$ cat src/rtl/instr_realigner.sv
// Fetch-word to instruction realigner: splits 32-bit fetch words into 16/32-bit
// RISC-V instructions with PCs. Halfwords carried over between words sit in a one-entry buffer.
module instr_realigner #(
  parameter int ADDR_WIDTH = 32
) (
  input  logic                  clk,
  input  logic                  reset_n,
  input  logic                  flush_i,
  input  logic [ADDR_WIDTH-1:0] flush_pc_i,
  input  logic                  fetch_valid_i,
  output logic                  fetch_ready_o,
  input  logic [31:0]           fetch_data_i,
  input  logic [ADDR_WIDTH-1:0] fetch_addr_i,
  output logic                  out_valid_o,
  input  logic                  out_ready_i,
  output logic [31:0]           out_instr_o,
  output logic                  out_compressed_o,
  output logic [ADDR_WIDTH-1:0] out_pc_o
);

  logic                  out_valid_q, out_valid_d;
  logic [31:0]           out_instr_q, out_instr_d;
  logic                  out_comp_q, out_comp_d;
  logic [ADDR_WIDTH-1:0] out_pc_q, out_pc_d;
  logic                  hb_valid_q, hb_valid_d;
  logic [15:0]           hb_data_q, hb_data_d;
  logic [ADDR_WIDTH-1:0] hb_pc_q, hb_pc_d;
  logic                  skip_lo_q, skip_lo_d;

  logic                  slot_free;
  logic                  hb_comp;
  logic                  fetch_fire;
  logic                  lo_comp;
  logic [ADDR_WIDTH-1:0] hi_pc;

  assign slot_free     = !out_valid_q | out_ready_i;
  assign hb_comp       = (hb_data_q[1:0] != 2'b11);
  // A buffered compressed halfword must drain before a new word can be taken.
  assign fetch_ready_o = slot_free & !flush_i & !(hb_valid_q & hb_comp);
  assign fetch_fire    = fetch_valid_i & fetch_ready_o;
  assign lo_comp       = (fetch_data_i[1:0] != 2'b11);
  assign hi_pc         = fetch_addr_i + ADDR_WIDTH'(2);

  always_comb begin
    out_valid_d = out_valid_q;
    out_instr_d = out_instr_q;
    out_comp_d  = out_comp_q;
    out_pc_d    = out_pc_q;
    hb_valid_d  = hb_valid_q;
    hb_data_d   = hb_data_q;
    hb_pc_d     = hb_pc_q;
    skip_lo_d   = skip_lo_q;
    if (flush_i) begin
      // Flush wins even under back-pressure: the held output is discarded.
      out_valid_d = 1'b0;
      hb_valid_d  = 1'b0;
      skip_lo_d   = flush_pc_i[1];
    end else if (slot_free) begin
      out_valid_d = 1'b0;
      if (hb_valid_q && hb_comp) begin
        out_valid_d = 1'b1;
        out_instr_d = {16'h0, hb_data_q};
        out_comp_d  = 1'b1;
        out_pc_d    = hb_pc_q;
        hb_valid_d  = 1'b0;
      end else if (hb_valid_q && fetch_fire) begin
        out_valid_d = 1'b1;
        out_instr_d = {fetch_data_i[15:0], hb_data_q};
        out_comp_d  = 1'b0;
        out_pc_d    = hb_pc_q;
        hb_data_d   = fetch_data_i[31:16];
        hb_pc_d     = hi_pc;
        hb_valid_d  = 1'b1;
      end else if (!hb_valid_q && fetch_fire) begin
        if (skip_lo_q) begin
          // Redirect landed on the upper halfword; the lower one is dropped.
          hb_data_d  = fetch_data_i[31:16];
          hb_pc_d    = hi_pc;
          hb_valid_d = 1'b1;
          skip_lo_d  = 1'b0;
        end else if (lo_comp) begin
          out_valid_d = 1'b1;
          out_instr_d = {16'h0, fetch_data_i[15:0]};
          out_comp_d  = 1'b1;
          out_pc_d    = fetch_addr_i;
          hb_data_d   = fetch_data_i[31:16];
          hb_pc_d     = hi_pc;
          hb_valid_d  = 1'b1;
        end else begin
          out_valid_d = 1'b1;
          out_instr_d = fetch_data_i;
          out_comp_d  = 1'b0;
          out_pc_d    = fetch_addr_i;
        end
      end
    end
  end

  always_ff @(posedge clk or negedge reset_n) begin
    if (!reset_n) begin
      out_valid_q <= 1'b0;
      out_instr_q <= '0;
      out_comp_q  <= 1'b0;
      out_pc_q    <= '0;
      hb_valid_q  <= 1'b0;
      hb_data_q   <= '0;
      hb_pc_q     <= '0;
      skip_lo_q   <= 1'b0;
    end else begin
      out_valid_q <= out_valid_d;
      out_instr_q <= out_instr_d;
      out_comp_q  <= out_comp_d;
      out_pc_q    <= out_pc_d;
      hb_valid_q  <= hb_valid_d;
      hb_data_q   <= hb_data_d;
      hb_pc_q     <= hb_pc_d;
      skip_lo_q   <= skip_lo_d;
    end
  end

  assign out_valid_o      = out_valid_q;
  assign out_instr_o      = out_instr_q;
  assign out_compressed_o = out_comp_q;
  assign out_pc_o         = out_pc_q;

endmodule

$ cat config.mk
export PLATFORM = sky130hd
export DESIGN_NAME = instr_realigner
export DESIGN_NICKNAME = d
export VERILOG_FILES = /design/src/rtl/instr_realigner.sv
export SDC_FILE = /design/constraint.sdc
export NUM_CORES = 1
export LEC_CHECK = 0
export ABC_AREA = 1
export BUFFER_PORTS_ARGS = -buffer_cell sky130_fd_sc_hd__buf_2
export CAP_MARGIN = 20
export CORE_UTILIZATION = 58
export DETAILED_ROUTE_END_ITERATION = 6
export GPL_TIMING_DRIVEN = 0
export HOLD_SLACK_MARGIN = 0.08
export PLACE_DENSITY = 0.9
export SLEW_MARGIN = 20
export SYNTH_ARGS = -nofsm -noshare
export SYNTH_HDL_FRONTEND = slang
export SYNTH_SLANG_ARGS = --single-unit
$ cat constraint.sdc
create_clock -name clk -period 2.2 [get_ports clk]
set_input_delay 0 -clock clk [delete_from_list [all_inputs] [get_ports clk]]
set_output_delay 0 -clock clk [all_outputs]
set_load 0.02 [all_outputs]
==> run summary <==
Most common cell after layout, fill and taps aside - nand2_1
PD cells - 896 mW/mm2
Worst VDD drop - 0.559 mV
Worst-Skew Late Latency - 530 ps
Vias in the first global route - 7589
Vias per cell - 5.87
Critical path capture point type - flop
Die ar. - 0.0114 mm2
Initial antenna violation count - 1
Final global-route overflow total - 0
Die width - 107 um
R2r startpoint - hb_valid_q$_DFFE_PN0P_
Die Y - 107 um
Largest net degree at the start of global routing - 79
Worst-path fanout max - 10
Worst EP arrival - 2660 ps
Final worst path period share - 0.994
First-pass GRT wire length - 38.3 mm
CTS buffer count - 17
Fin nets - 1292
DR pass1 iterations - 7
Drt initial violations - 1240
Failing checks - design-rule violations
Clock power share - 0.342
Net Sw Frac - 0.350
Cells after DPL - 1214
Startpoint types - flop
Post-DP HPWL - 13.6 mm
Crit path max-delay cell type - dlygate4sd3_1
H-Tree Level Count - 4
FMAX - 457 MHz
GR Util All Layers - 0.446
Count of cell types in the netlist - 22
Run status - finished, violations left
Min Tclk post-route - 2190 ps
P_int - 5.16 mW
Finished Layout Cells - 1338
Slowest stage delay, CP - 590 ps
Total routed wirelength - 24.1 mm
Critical Path Start - hb_valid_q$_DFFE_PN0P_
Warnings from Yosys - 0
Hold path startpoint - fetch_addr_i[10]
Syn nets - 1043
Max Cap Viol - 0
Clk root buf - clkbuf_8
Most frequent cells in the layout - nand2_1 (393), buf_2 (144), inv_1 (124)
Initial cell density of the core - 0.607
Layout Utilization - 0.846
Clock transition at path regs - 60 ps
Share of layout cells above drive strength 1 - 0.190
Via count - 7850
Leak - 4.94 nW
Crit path top cell by count - nand2_1
Drt wl/cell - 18.0 um
RSZ-0062 raised after global routing - true
Logic pwr share - 0.284
Synthesis-to-layout area growth - 39.4%
Slew HR - 0.621
Port Buffers - 136
CP top delay family - buffers and inverters
Post-synthesis cell area - 0.00635 mm2
Min-delay worst type - in2reg
Psw - 2.78 mW
Slew of the pin with the lowest slew margin - 569 ps
Sequential area share after synthesis - 0.457
Top Ports - 168
CTS tree - done
Final setup vio count - 0
Final-layout fill cell count - 587
Worst Hold Margin - 68.7 ps
Type of the worst setup path - reg2reg
CP Cell Sequence - nand2_2 > nand4_2 > clkbuf_2 > nand2_1 > nand3_1 > dlygate4sd3_1 > nand2_1
Sequential power share - 0.374
Syn_area_per_cell - 6.74 um2
Clock Tree Buf Depth - 2
Number of buffers and inverters on the critical path - 2
FP Rows - 37
Clock skew after layout - 10.6 ps
Clock Sinks - 116
Antenna viol nets, final - 0
Cell count after synthesis - 941
RePlAce Congestion - 0.956
Fin. max-slew vios - 0
Fin. Hold Viols - 0
Synth Register Bits - 116
Detailed-route DRC error count - 3
Critical path required time - 2670 ps
Core area - 0.0105 mm2
## kinds of logic after synthesis
family / count (synthesis) / synth area share
flip-flops: 116 / 0.457
adder cells (fa/ha/maj): 1 / 0.00197
buffers and inverters: 168 / 0.107
XOR/XNOR: 8 / 0.0110
AO/OA/AOI/OAI: 51 / 0.0424
AND/OR/NAND/NOR: 597 / 0.380
## sequential cells by signal, summed over array words and instances (netlist names)
name / cells
hb_pc_q: 32
out_instr_o: 32
out_pc_o: 32
hb_data_q: 16
hb_valid_q: 1
out_compressed_o: 1
out_valid_o: 1
skip_lo_q: 1
## worst reg2reg max path, stage by stage (launching register included)
cell	delay, ps
dfrtp_2	480
nand2_2	260
nand4_2	270
clkbuf_2	290
nand2_1	100
nand3_1	80
dlygate4sd3_1	590
nand2_1	70
## cell type report
cell class / count / area [um2] / area share
tap: 136 / 170 / 0.0192
sequential: 116 / 2900 / 0.328
multi-input combinational: 657 / 2830 / 0.319
clock inverter: 8 / 101 / 0.0115
inverter: 126 / 473 / 0.0535
buffer: 42 / 211 / 0.0239
antenna: 1 / 2.50 / 0.000283
clock buffer: 22 / 473 / 0.0535
timing repair buffer: 230 / 1690 / 0.191
## what timing repair did
action	4_1_cts	5_1_grt
setup buffers	0	5
hold buffers	87	1
hold endpoints to repair	232	1
endpoints found under the setup margin	0	36
resized for setup	0	42
## path summary, 6_finish.rpt
kind	slack, ps	cells past startpoint	to
max	10	7	out_instr_o[16]$_DFFE_PN0P_
min	70	6	out_pc_o[10]$_DFFE_PN0P_
max reg2reg	10	7	out_instr_o[16]$_DFFE_PN0P_
min reg2reg	470	2	out_pc_o[12]$_DFFE_PN0P_
max in group asynchronous	1240	4	hb_valid_q$_DFFE_PN0P_
min in group asynchronous	540	4	hb_pc_q[2]$_DFFE_PN0P_
## through the flow
step	area [um2]	worst slack, ps	TNS (ps)	power (mW)
after floorplan	6350	654	0	4.17
after global placement	7200	-202	-22120	4.83
after detailed placement	7230	362	0	4.91
after CTS	8690	21.1	0	7.73
after global routing	8850	-56.1	-119	8.25
final	8850	12.9	0	7.93
## synth_stat cells
| master | number | area, um2 |
|---|---|---|
| nand4_1 | 1 | 6.26 |
| clkinv_1 | 1 | 3.75 |
| nand2_1 | 399 | 1500 |
| o211ai_1 | 1 | 7.51 |
| nor2_2 | 1 | 6.26 |
| a21oi_2 | 2 | 17.5 |
| buf_1 | 1 | 3.75 |
| a21oi_1 | 1 | 5.00 |
| clkbuf_1 | 14 | 52.6 |
| xor2_1 | 8 | 70.1 |
| inv_1 | 124 | 465 |
| ha_1 | 1 | 12.5 |
| inv_2 | 1 | 3.75 |
| nand2_2 | 1 | 6.26 |
| dfrtp_1 | 116 | 2900 |
| buf_2 | 20 | 100 |
| buf_4 | 7 | 52.6 |
| nor2_1 | 72 | 270 |
| nand3_1 | 122 | 611 |
| nand4_2 | 1 | 12.5 |
| o21ai_0 | 46 | 230 |
| a2bb2oi_1 | 1 | 8.76 |
## metal layers
metal	wire length [um]	GRT usage
met1	8570	0.540
met2	11100	0.703
met3	2770	0.129
met4	1630	0.271
met5	0	0
## power by group through the flow
stage / sequential, mW / combinational [mW] / clock, mW
4_1_cts: 2.92 / 2.12 / 2.69
5_1_grt: 3.01 / 2.45 / 2.79
6_report: 2.97 / 2.25 / 2.72
3_3_place_gp: 2.93 / 1.91 / 0
3_5_place_dp: 2.95 / 1.97 / 0
2_1_floorplan: 3.33 / 0.844 / 0
No activity file was read; power rests on OpenSTA's default activity.
